`config.mk`:
```
export PLATFORM = sky130hd
export DESIGN_NAME = mul_div_ctrl
export DESIGN_NICKNAME = d
export VERILOG_FILES = /design/src/rtl/muldiv_pkg.sv /design/src/rtl/muldiv_step.sv /design/src/rtl/mul_div_ctrl.sv
export SDC_FILE = /design/constraint.sdc
export NUM_CORES = 1
export LEC_CHECK = 0
export ABC_AREA = 1
export CAP_MARGIN = 0
export CELL_PAD_IN_SITES_DETAIL_PLACEMENT = 1
export CELL_PAD_IN_SITES_GLOBAL_PLACEMENT = 2
export CORE_MARGIN = 2
export CORE_UTILIZATION = 34
export CTS_CLUSTER_SIZE = 40
export DETAILED_ROUTE_END_ITERATION = 7
export PLACE_DENSITY_LB_ADDON = 0.12
export REMOVE_ABC_BUFFERS = 1
export SKIP_LAST_GASP = 1
export SLEW_MARGIN = 20
export SYNTH_ARGS = -nofsm -noshare
export SYNTH_HDL_FRONTEND = slang
export SYNTH_SLANG_ARGS = --single-unit
```
`constraint.sdc`:
```
create_clock -name clk -period 10.3 [get_ports clk]
set_clock_uncertainty 0.1 [all_clocks]
set_input_delay 1.545 -clock clk [delete_from_list [all_inputs] [get_ports clk]]
set_output_delay 1.545 -clock clk [all_outputs]
set_load 0.02 [all_outputs]
```
`src/rtl/muldiv_pkg.sv`:
```
// rtl/muldiv_pkg.sv - shared op encodings, FSM states and iteration constants for the mul/div unit
package muldiv_pkg;

    localparam int ITER  = 32;
    localparam int CNT_W = $clog2(ITER);
    localparam logic [CNT_W-1:0] CNT_INIT = CNT_W'(ITER - 1);

    localparam logic [2:0] OP_MULT  = 3'd0;
    localparam logic [2:0] OP_MULTU = 3'd1;
    localparam logic [2:0] OP_DIV   = 3'd2;
    localparam logic [2:0] OP_DIVU  = 3'd3;
    localparam logic [2:0] OP_MTHI  = 3'd4;
    localparam logic [2:0] OP_MTLO  = 3'd5;

    typedef enum logic [1:0] {
        ST_IDLE = 2'd0,
        ST_MUL  = 2'd1,
        ST_DIV  = 2'd2,
        ST_FIN  = 2'd3
    } state_t;

    // Two's-complement negate when neg is set; used for magnitudes and sign fix-up.
    function automatic logic [31:0] cond_neg32(input logic [31:0] v, input logic neg);
        return neg ? (~v + 32'd1) : v;
    endfunction

endpackage

```
`src/rtl/muldiv_step.sv`:
```
// rtl/muldiv_step.sv - one radix-2 iteration: shift-add multiply or restoring divide
//
// Ports:
//   is_div   in  1   1 = restoring divide step, 0 = shift-add multiply step
//   acc      in  64  MUL: {partial high, multiplier bits}; DIV: {remainder, dividend/quotient bits}
//   opnd     in  32  MUL: multiplicand magnitude; DIV: divisor magnitude
//   acc_next out 64  accumulator after this iteration
module muldiv_step (
    input  logic        is_div,
    input  logic [63:0] acc,
    input  logic [31:0] opnd,
    output logic [63:0] acc_next
);

    logic [32:0] mul_sum;
    logic [32:0] div_shift;
    logic [32:0] div_trial;

    always_comb begin
        // Multiply: add multiplicand into the high half when the current LSB is set,
        // then shift the whole 65-bit {carry, acc} right by one.
        mul_sum   = {1'b0, acc[63:32]} + (acc[0] ? {1'b0, opnd} : 33'd0);
        // Divide: shift next dividend bit into the remainder and trial-subtract.
        // Remainder < divisor, so the shifted value fits in 33 bits and a clear
        // bit 32 of the trial means the subtraction did not borrow.
        div_shift = {acc[63:32], acc[31]};
        div_trial = div_shift - {1'b0, opnd};

        if (is_div) begin
            if (!div_trial[32]) begin
                acc_next = {div_trial[31:0], acc[30:0], 1'b1};
            end else begin
                acc_next = {div_shift[31:0], acc[30:0], 1'b0};
            end
        end else begin
            acc_next = {mul_sum, acc[31:1]};
        end
    end

endmodule

```
`src/rtl/mul_div_ctrl.sv`:
```
// rtl/mul_div_ctrl.sv - iterative MIPS-style HI/LO multiply/divide unit with cancel
//
// Ports:
//   clk     in  1   rising-edge clock
//   rst     in  1   asynchronous active-high reset
//   start   in  1   exe-stage request, qualified by op
//   op      in  3   0 MULT, 1 MULTU, 2 DIV, 3 DIVU, 4 MTHI, 5 MTLO, 6-7 no-op
//   src_a   in  32  multiplicand / dividend / MTHI-MTLO data
//   src_b   in  32  multiplier / divisor
//   cancel  in  1   pipeline flush; aborts any in-flight operation
//   busy    out 1   stall request to the hazard unit
//   done    out 1   one-cycle pulse in the cycle HI/LO are committed
//   hi      out 32  architectural HI
//   lo      out 32  architectural LO
module mul_div_ctrl
    import muldiv_pkg::*;
(
    input  logic        clk,
    input  logic        rst,
    input  logic        start,
    input  logic [2:0]  op,
    input  logic [31:0] src_a,
    input  logic [31:0] src_b,
    input  logic        cancel,
    output logic        busy,
    output logic        done,
    output logic [31:0] hi,
    output logic [31:0] lo
);

    state_t             state;
    state_t             state_next;
    logic [CNT_W-1:0]   count;
    logic [63:0]        acc;
    logic [63:0]        acc_step;
    logic [31:0]        opnd;
    logic               op_div;
    logic               neg_res;
    logic               neg_rem;
    logic               div_zero;

    logic               req_ok;
    logic               accept_mul;
    logic               accept_div;
    logic               wr_hi;
    logic               wr_lo;
    logic               op_signed;
    logic               a_neg;
    logic               b_neg;
    logic [31:0]        a_mag;
    logic [31:0]        b_mag;
    logic [63:0]        prod_fix;
    logic [31:0]        quo_fix;
    logic [31:0]        rem_fix;

    muldiv_step u_step (
        .is_div   (op_div),
        .acc      (acc),
        .opnd     (opnd),
        .acc_next (acc_step)
    );

    // Request decode and operand magnitudes. 0x80000000 negates to itself,
    // which is the intended modulo-2^32 magnitude for the most-negative value.
    always_comb begin
        req_ok     = (state == ST_IDLE) && start && !cancel;
        accept_mul = req_ok && ((op == OP_MULT) || (op == OP_MULTU));
        accept_div = req_ok && ((op == OP_DIV)  || (op == OP_DIVU));
        wr_hi      = req_ok && (op == OP_MTHI);
        wr_lo      = req_ok && (op == OP_MTLO);
        op_signed  = (op == OP_MULT) || (op == OP_DIV);
        a_neg      = op_signed && src_a[31];
        b_neg      = op_signed && src_b[31];
        a_mag      = cond_neg32(src_a, a_neg);
        b_mag      = cond_neg32(src_b, b_neg);
    end

    // Sign correction applied in FIN.
    always_comb begin
        prod_fix = neg_res ? (~acc + 64'd1) : acc;
        quo_fix  = cond_neg32(acc[31:0], neg_res);
        rem_fix  = cond_neg32(acc[63:32], neg_rem);
    end

    always_ff @(posedge clk or posedge rst) begin
        if (rst) begin
            state <= ST_IDLE;
        end else begin
            state <= state_next;
        end
    end

    always_comb begin
        state_next = state;
        busy       = 1'b0;
        done       = 1'b0;
        case (state)
            ST_IDLE: begin
                busy = accept_mul || accept_div;
                if (accept_mul) begin
                    state_next = ST_MUL;
                end else if (accept_div) begin
                    state_next = ST_DIV;
                end
            end
            ST_MUL, ST_DIV: begin
                busy = 1'b1;
                if (cancel) begin
                    state_next = ST_IDLE;
                end else if (count == '0) begin
                    state_next = ST_FIN;
                end
            end
            ST_FIN: begin
                done       = !cancel;
                state_next = ST_IDLE;
            end
            default: begin
                state_next = ST_IDLE;
            end
        endcase
        // State is already forced to IDLE, but a start seen during reset must not stall.
        if (rst) begin
            busy = 1'b0;
        end
    end

    always_ff @(posedge clk or posedge rst) begin
        if (rst) begin
            count    <= '0;
            acc      <= '0;
            opnd     <= '0;
            op_div   <= 1'b0;
            neg_res  <= 1'b0;
            neg_rem  <= 1'b0;
            div_zero <= 1'b0;
            hi       <= '0;
            lo       <= '0;
        end else begin
            case (state)
                ST_IDLE: begin
                    if (accept_mul || accept_div) begin
                        count    <= CNT_INIT;
                        op_div   <= accept_div;
                        neg_res  <= a_neg ^ b_neg;
                        neg_rem  <= a_neg;
                        div_zero <= accept_div && (src_b == 32'd0);
                        opnd     <= accept_div ? b_mag : a_mag;
                        acc      <= {32'd0, (accept_div ? a_mag : b_mag)};
                    end else if (wr_hi) begin
                        hi <= src_a;
                    end else if (wr_lo) begin
                        lo <= src_a;
                    end
                end
                ST_MUL, ST_DIV: begin
                    if (!cancel) begin
                        acc   <= acc_step;
                        count <= count - 1'b1;
                    end
                end
                ST_FIN: begin
                    if (!cancel) begin
                        if (op_div) begin
                            // Divide by zero leaves the dividend in the remainder,
                            // so HI already equals src_a; only LO needs forcing.
                            lo <= div_zero ? 32'hFFFF_FFFF : quo_fix;
                            hi <= rem_fix;
                        end else begin
                            hi <= prod_fix[63:32];
                            lo <= prod_fix[31:0];
                        end
                    end
                end
                default: ;
            endcase
        end
    end

endmodule

```
==> reports/summary.txt <==
Vias/cell: 5.52
HP Start: lo[19]
antenna violations before repair: 1
register area share after synthesis: 0.232
Setup Viol. Count Final: 0
Seq cells post-synth: 171
fin util: 0.388
Synth area leader: dfrtp_1
Synth Flop Type: dfrtp_1
Unique masters post-synth: 53
starting DRC count in detailed routing: 1803
Final ANT Viol Nets: 0
Initial Utilization: 0.343
total power: 7760 uW
drt pass-1 iters: 6
Cell Area, Synth: 18400 sq um
Critical R2R Launch: state[0]
ys async rst share: 1.00
clk_lat worst skew: 510 ps
Hold Path Sink: lo[19]
CTS Buf Count: 17
clk buf depth: 2
CTS tree: built
cell row count: 85
Synth top area share: 0.232
Synth-to-Final Area Change: 13.0%
wire length on met3: 5140 microns
routed wl met2: 40600 microns
Gate Count Post-Synth: 3192
Post-CTS Resized: 0
FILL cells: 7353
Critical Path End Type: output port
PwrDens: 372 nW/um^2
RSZ-0062 raised after global routing: no
remaining global-route overflow: 0
CTS root buf: clkbuf_16
final hold slack: 392 ps
HPWL after DPL: 76600 microns
crit path launch type: input pin
most common cell in the netlist: nand2_1
peak supply drop: 0.160 mV
reg-to-reg slack, setup: 5600 ps
H-tree Lvls: 4
CORE AREA: 53700 sq um
CTS Hold Bufs: 0
via count: 21900
placed cells: 3933
GPL Wtd Cong: 0.933
Fin Setup TNS: 0 ps
outcome: completed
Ports: 137
WL met1: 45700 microns
Top Layer Used: met4
Syn Area/Cell: 5.78 sq um
worst slew pin tran: 1050 ps
DR WL/cell: 23.7 microns
max cap viols: 0
Worst EP arrival: 4070 ps
Layout Cells excl Fill: 3965
f_max: 0.175 GHz
reg2reg end: acc[26]
share of cells above drive strength 1: 0.0410
Max Slew Vio Count: 0
WS Path Type: in2out
min-delay worst type: reg2reg
Residual DRC: 0
Reg area: 4280 sq um
Worst Path Max Fanout: 41
hold depth: 2
Die Y-Extent: 237 microns
Worst EP required: 8660 ps
setup bufs post-CTS: 0
Leak: 0.0104 uW
top cells by area, synth: dfrtp_1 (23%), nand2_1 (19%), nor2_1 (9.2%)
die width: 237 microns
first-pass GRT wire length: 139000 microns
Multi-input gate area: 12000 sq um
number of global-route vias before repair: 21300
largest net degree at the start of global routing: 72
Layout Nets: 3401
routed wire length: 94000 microns
Final Cycle Share: 0.554
Min Clock Period, post-route: 5710 ps
Post-synth EDFFs: 0
clk slew on worst S/H paths: 80 ps
most common library cells after synthesis: nand2_1 (934), nor2_1 (453), inv_1 (420), nand3_1 (325), a21oi_1 (187)
PortBufs: 136
die area: 56100 sq um
Worst slew margin: 0.303
R2R depth: 14
clk sinks: 171
final hold violations: 0
synth warn: 0
Total GRT Usage: 0.332
## layer usage
metal,up-vias,GRT usage
li1,10400,-
met1,10800,0.495
met2,660,0.503
met3,82,0.0316
met4,0,0.101
met5,-,0
## per-stage QoR
stage | cell area, sq um | worst slack, ps
after floorplan | 17900 | 4020
after global placement | 20300 | 4680
after detailed placement | 20300 | 4670
after CTS | 20800 | 4640
after global routing | 20800 | 4470
final | 20800 | 4590
## logic make-up after synthesis
group | synth area share
simple gates | 0.434
buf+inv | 0.118
compound gates | 0.143
flops | 0.232
fa+ha+maj | 0.0510
xor+xnor | 0.0223
## how the worst max path moves through the flow
stage,start,to
after CTS,cancel,busy
after detailed placement,cancel,busy
after global routing,cancel,busy
after global placement,cancel,busy
after floorplan,rst,acc[0]
final,cancel,busy
## worst max-delay path, cell delays in order
cell and delay (ps):
clkdlybuf4s50_1 450, inv_1 80, nand3_2 100, nor2_4 110, buf_4 430, inv_2 280, a211oi_1 360, clkdlybuf4s50_1 670
## state kept, by name, summed over array words and instances (netlist names)
signal    cells
lo           32
opnd         32
acc          64
neg_rem       1
neg_res       1
state         2
op_div        1
hi           32
div_zero      1
count         5
## cells in the final DEF (no fill, tap or decap), types with 4 or more instances in the layout
| cell type | n |
|---|---|
| nor2_2 | 8 |
| clkbuf_16 | 17 |
| nor4_1 | 4 |
| o221ai_1 | 10 |
| o211ai_1 | 24 |
| ha_1 | 71 |
| nand2_1 | 934 |
| and2_1 | 6 |
| nor2_4 | 5 |
| nand4_1 | 43 |
| nand2_2 | 22 |
| inv_1 | 419 |
| nor3_1 | 24 |
| o21ai_0 | 171 |
| o21bai_1 | 14 |
| xor2_1 | 37 |
| dfrtp_1 | 170 |
| or2_2 | 11 |
| a21o_1 | 5 |
| nor2_1 | 453 |
| nand3_2 | 17 |
| inv_6 | 5 |
| a21oi_1 | 187 |
| buf_4 | 15 |
| nand3_1 | 325 |
| inv_2 | 16 |
| nand3b_1 | 24 |
| a22oi_1 | 13 |
| a31oi_1 | 23 |
| clkdlybuf4s50_1 | 136 |
| o21ai_1 | 6 |
| o22ai_1 | 5 |
| xnor2_1 | 10 |
## layout make-up
cell class,instances,area share
flip-flops and latches,171,0.205
inverters,437,0.0789
multi-input cells,2478,0.576
diodes,1,0.000120
clock inverters,14,0.00714
clock buffers,17,0.0204
well taps,696,0.0418
repair buffers,151,0.0707
## where the power goes
part | switching, uW | internal, uW
registers | 551 | 1010
logic | 3810 | 1710
clock network | 358 | 321
total | 4720 | 3040
Power figures use the tool's default switching activity.
